===== src/rtl/lifo_stack.sv =====
// Synchronous LIFO stack with registered pop data, occupancy and error flags.
// Define LIFO_STICKY_ERR_EN to make overflow/underflow hold until reset.
module lifo_stack #(
  parameter int               WIDTH     = 8,
  parameter logic [WIDTH-1:0] INIT      = '0,
  parameter int               DEPTH     = 16,
  parameter int               CNT_WIDTH = 5
) (
  input  logic                 clock_i,
  input  logic                 reset_i,
  input  logic [WIDTH-1:0]     in_i,
  input  logic                 push_i,
  input  logic                 pop_i,
  output logic [WIDTH-1:0]     out_o,
  output logic                 out_valid_o,
  output logic [CNT_WIDTH-1:0] count_o,
  output logic                 empty_o,
  output logic                 full_o,
  output logic                 overflow_o,
  output logic                 underflow_o
);

  localparam int AW = (DEPTH > 1) ? $clog2(DEPTH) : 1;
  localparam logic [CNT_WIDTH-1:0] CNT_ONE   = CNT_WIDTH'(1);
  localparam logic [CNT_WIDTH-1:0] CNT_DEPTH = CNT_WIDTH'(DEPTH);

  logic [WIDTH-1:0]     mem_q [DEPTH];
  logic [CNT_WIDTH-1:0] count_q, count_d;
  logic [WIDTH-1:0]     out_q, out_d;
  logic                 out_valid_q, out_valid_d;
  logic                 overflow_q, overflow_d;
  logic                 underflow_q, underflow_d;

  logic                 empty, full;
  logic                 wr_en;
  logic [AW-1:0]        wr_idx, top_idx;
  logic [WIDTH-1:0]     wr_data;
  logic                 ovf_evt, unf_evt;

  assign empty   = (count_q == '0);
  assign full    = (count_q == CNT_DEPTH);
  // Only dereferenced when the stack is non-empty, so the wrap at count 0 is harmless.
  assign top_idx = AW'(count_q - CNT_ONE);

  always_comb begin
    count_d     = count_q;
    out_d       = out_q;
    out_valid_d = 1'b0;
    wr_en       = 1'b0;
    wr_idx      = top_idx;
    wr_data     = in_i;
    ovf_evt     = 1'b0;
    unf_evt     = 1'b0;

    case ({push_i, pop_i})
      2'b11: begin
        out_valid_d = 1'b1;
        if (empty) begin
          out_d = in_i;
        end else begin
          out_d = mem_q[top_idx];
          wr_en = 1'b1;
        end
      end
      2'b10: begin
        if (full) begin
          ovf_evt = 1'b1;
        end else begin
          wr_en   = 1'b1;
          wr_idx  = AW'(count_q);
          count_d = count_q + CNT_ONE;
        end
      end
      2'b01: begin
        if (empty) begin
          unf_evt = 1'b1;
        end else begin
          out_d       = mem_q[top_idx];
          out_valid_d = 1'b1;
          count_d     = count_q - CNT_ONE;
        end
      end
      default: ;
    endcase

`ifdef LIFO_STICKY_ERR_EN
    overflow_d  = overflow_q | ovf_evt;
    underflow_d = underflow_q | unf_evt;
`else
    overflow_d  = ovf_evt;
    underflow_d = unf_evt;
`endif
  end

  always_ff @(posedge clock_i) begin
    if (reset_i) begin
      for (int i = 0; i < DEPTH; i++) mem_q[i] <= INIT;
      count_q     <= '0;
      out_q       <= INIT;
      out_valid_q <= 1'b0;
      overflow_q  <= 1'b0;
      underflow_q <= 1'b0;
    end else begin
      if (wr_en) mem_q[wr_idx] <= wr_data;
      count_q     <= count_d;
      out_q       <= out_d;
      out_valid_q <= out_valid_d;
      overflow_q  <= overflow_d;
      underflow_q <= underflow_d;
    end
  end

  assign out_o       = out_q;
  assign out_valid_o = out_valid_q;
  assign count_o     = count_q;
  assign empty_o     = empty;
  assign full_o      = full;
  assign overflow_o  = overflow_q;
  assign underflow_o = underflow_q;

endmodule

===== config.mk =====
export PLATFORM = sky130hd
export DESIGN_NAME = lifo_stack
export DESIGN_NICKNAME = d
export VERILOG_FILES = /design/src/rtl/lifo_stack.sv
export SDC_FILE = /design/constraint.sdc
export NUM_CORES = 1
export LEC_CHECK = 0
export BUFFER_PORTS_ARGS = -buffer_cell sky130_fd_sc_hd__buf_2
export CAP_MARGIN = 25
export CORE_MARGIN = 3
export CORE_UTILIZATION = 45
export CTS_CLUSTER_DIAMETER = 200
export DETAILED_ROUTE_END_ITERATION = 7
export SLEW_MARGIN = 30
export SYNTH_ARGS = -nofsm -noshare
export SYNTH_HDL_FRONTEND = slang
export SYNTH_SLANG_ARGS = --single-unit

===== constraint.sdc =====
create_clock -name clock_i -period 4.2 [get_ports clock_i]
set_clock_uncertainty 0.1 [all_clocks]
set_input_delay 0.21 -clock clock_i [delete_from_list [all_inputs] [get_ports clock_i]]
set_output_delay 0.21 -clock clock_i [all_outputs]
set_load 0.005 [all_outputs]

# Yosys cells after proc, flatten, opt, wreduce, memory -nomap -nowiden
# Memories as Yosys holds them, arrays and structs flattened.
# Index checks and enable logic that the tools add are counted.
# op_classes
n_reduce_logical,8
addsub,2
bitwise_logic,2
n_eq_ne,6
muxes,22
# ops
cell,count
8-bit 2-to-1 mux,3
8-bit case mux with 2 select lines,1
4-bit 2-to-1 mux,3
1-bit 2-to-1 mux,10
5-bit 2-to-1 mux,2
5-bit case mux with 2 select lines,1
8-bit OR reduction,1
"5-bit by 1-bit adder with 5-bit output, second input constant",1
"5-bit equality test, second input constant",1
5-bit zero test,1
"5-bit by 1-bit subtractor with 5-bit output, second input constant",1
"2-bit equality test, second input constant",2
"2-bit != test, second input constant",2
1-bit case mux with 2 select lines,2
2-bit nonzero test,2
2-bit OR reduction,2
3-bit AND reduction,1
"2-bit by 1-bit equality test with 1-bit output, second input constant",1
1-bit NOT,2
2-bit AND reduction,1
# word_totals
mem_count,1
ramBits,128
regBits,16
inputBits,12
# mem_list
name,words,word_bits,rd,rd_ports_with_merged_regs,write_ports,line,source
mem_q,16,8,1,0,16,27,logic [WIDTH-1:0] mem_q [DEPTH];

# Longest topological paths before layout
# depth
ltp_word,8
ltp_mapped,12

# Worst setup path before layout
# Ideal clock, no wire load.
# synth_path
path_type,flip-flop to flip-flop
from,"reg count_q[0], in the netlist count_o[0]"
to,mem mem_q[0][0] (enable)
setup_ns,0.384
t_required_ns,3.716
synth_period_minus_slack_ns,3.284
path_stages_with_launch,9
arrival_time_ns,2.800
path_buffers,4
path_slack_ns,0.916
cell_sequence,dfxtp_1 -> buf_4 -> inv_1 -> ha_1 -> buf_2 -> buf_2 -> buf_1 -> a41oi_2 -> o21ai_0
# synth_lines
element,line,source
start: declaration,28,"logic [CNT_WIDTH-1:0] count_q, count_d;"
start signal: assignment,105,count_q <= count_d;
end: declaration,27,

==> results.sh <==
export IMPL_status="finished clean"
export IMPL_tightest_slew_ns=0.982
export IMPL_drv_cap=0
export IMPL_wire_per_inst_um=24.3
export IMPL_crit_required_ns=4.16
export IMPL_fillCellCount=1332
export IMPL_min_period_ns=3.78
export IMPL_fp_row_count=45
export IMPL_drc=0
export IMPL_cp_start_kind="register"
export IMPL_critical_path_buf_inv_count=2
export IMPL_cp_top_family="compound AO/OA/AOI/OAI gates"
export IMPL_synth_edff_count=128
export IMPL_cts_inserted_buffers=17
export IMPL_mostFrequentLayoutCells="edfxtp_1, and3_1, nor2_1"
export IMPL_ys_seq_area_share_pct=57.2
export IMPL_syn_num_nets=552
export IMPL_portBuffers=29
export IMPL_synth_flop_cell="edfxtp_1"
export IMPL_drive_gt1_share_pct=26.1
export IMPL_boundaryPins=30
export IMPL_yosys_top_cells_area="edfxtp_1, mux4_2, and3_1"
export IMPL_setup_tns_ns=0
export IMPL_htreeDepth=4
export IMPL_yosysUniqueCellTypes=68
export IMPL_start_util_pct=46.9
export IMPL_postCtsSetupRepairBufs=0
export IMPL_cts_resized=0
export IMPL_drt_iter0_drc=545
export IMPL_peakVddDrop_uv=308
export IMPL_grt_pass1_wl_mm=28.8
export IMPL_cts_tree="built"
export IMPL_globalRouteTotalUtil_pct=22.0
export IMPL_relSlewSlack_pct=34.2
export IMPL_wirelength_mm=18.9
export IMPL_yosysTopAreaCell="edfxtp_1"
export IMPL_syn_area_mm2=0.00728
export IMPL_max_stage_delay_ns=0.66
export IMPL_syn_to_final_growth_pct=11.6
export IMPL_rsz0062_at_grt="no"
export IMPL_netlist_area_leader_share_pct=52.8
export IMPL_p_leak_nw=3.15
export IMPL_die_area_mm2=0.0177
export IMPL_cts_hold_buffers=0
export IMPL_drv_slew=0
export IMPL_final_hold_violation_count=0
export IMPL_clock_path_buffers=2
export IMPL_grt_pass1_vias=4792
export IMPL_ant_nets=0
export IMPL_clkTransAtPathRegs_ns=0.06
export IMPL_syn_avg_cell_area_um2=13.6
export IMPL_slowest_stage="o21ai_1"
export IMPL_antenna_found_initial=0
export IMPL_root_buffer="clkbuf_16"
export IMPL_num_nets_final=569
export IMPL_vias_per_cell=6.19
export IMPL_core_area_mm2=0.0155
export IMPL_ys_warn_count=0
export IMPL_setup_slack_ns=0.425
export IMPL_firstDrtPassIters=4
export IMPL_dpl_worst_slack_ns=0.568
export IMPL_worst_setup_path_end_kind="register"
export IMPL_worstSetupPathType="register to register"
export IMPL_dpl_hpwl_mm=12.7
export IMPL_fin_util_pct=52.3
export IMPL_post_route_period_util_pct=89.9
export IMPL_cts_sinks=144
export IMPL_crit_fanout=28
export IMPL_rrSetupSlack_ns=0.42
export IMPL_max_freq_ghz=0.265
export IMPL_diodes=0
export IMPL_mostFrequentLayoutCell="edfxtp_1"
export IMPL_gp_congestion=0.927
export IMPL_worstSkewPairLatency_ns=0.43
export IMPL_setup_viol=0
export IMPL_syn_inst=537
export IMPL_num_vias=4815
export IMPL_overflow=0
export IMPL_synth_seq_cells=144
export IMPL_crit_arrival_ns=3.74
export IMPL_die_w_um=133
export IMPL_die_y_um=133
export IMPL_hp_class="input pin to register"
export IMPL_power_density_mw_per_mm2=500
export IMPL_crit_chain="inv_1, ha_1, nand4bb_1, clkinv_2, o22ai_2, nand2_2, o21ai_1"
export IMPL_grt_max_degree=49
export IMPL_async_flop_share_pct=0
==> worst paths after layout <==
kind	to	from	cells after the start
setup reg to reg	mem_q[7][7]$_SDFFCE_PN0P_	count_o[1]$_SDFFE_PP0P_	7
hold reg to reg	count_o[4]$_SDFFE_PP0P_	count_o[4]$_SDFFE_PP0P_	2
setup / recovery	mem_q[7][7]$_SDFFCE_PN0P_	count_o[1]$_SDFFE_PP0P_	7
hold / removal	count_o[0]$_SDFFE_PP0P_	reset_i	2
==> state kept, by name, summed over array words and instances (netlist names) <==
signal,cells
mem_q,128
out_o,8
count_o,5
out_valid_o,1
overflow_o,1
underflow_o,1
==> final cells by class <==
cell class	instances	area, um^2	area share (%)
clock inverters	14	131	1.62
clock buffers	18	429	5.28
flip-flops and latches	144	4170	51.3
repair buffers	47	280	3.45
inverters	6	23.8	0.293
well taps	211	264	3.25
multi-input cells	338	2830	34.8
==> power breakdown <==
group	internal (mW)	leakage, nW	switching, mW
registers	1.65	1.45	0.0540
logic	0.358	1.44	0.562
clock network	0.821	0.261	0.621
total	2.83	3.15	1.24
==> Yosys cell counts (all sizes together), types with 7 or more instances <==
cell / number
edfxtp: 128
a22oi: 11
a2bb2oi: 8
nor3b: 10
o21ai: 15
buf: 27
nand3: 9
nand2: 12
nor2: 45
dfxtp: 16
a21o: 13
o221ai: 9
mux2: 7
clkbuf: 22
a21oi: 21
and3: 81
mux4: 32
==> logic make-up (layout without fill, tap and decap cells) <==
logic type | after synthesis | after routing | synth area share (%)
xor gates and xnor gates | 4 | 4 | 0.481
DFF | 144 | 144 | 57.2
adders and majority gates | 3 | 3 | 0.516
muxes | 40 | 40 | 11.1
buffers and inverters | 55 | 85 | 3.99
AOI/OAI and AO/OA | 99 | 99 | 11.5
and+or+nand+nor | 192 | 192 | 15.2
==> stage by stage <==
step	hold WS, ns	power (mW)	area [um^2]	instances
6_report	0.157	4.06	8120	778
5_1_grt	0.167	4.22	8120	778
4_1_cts	0.141	4.08	8120	778
3_5_place_dp	0.453	2.64	7560	746
3_3_place_gp	0.445	2.63	7560	746
2_1_floorplan	0.325	2.38	7280	537
==> metal layers <==
layer,vias to the layer above,share of wire (%),wire [um],track usage [%]
li1,2149,-,-,-
met1,2455,43,8180,30.3
met2,182,47,8930,34.1
met3,29,7.1,1350,5.63
met4,0,2.4,453,7.60
met5,-,0,0,0
(Power assumes the default switching activity.)
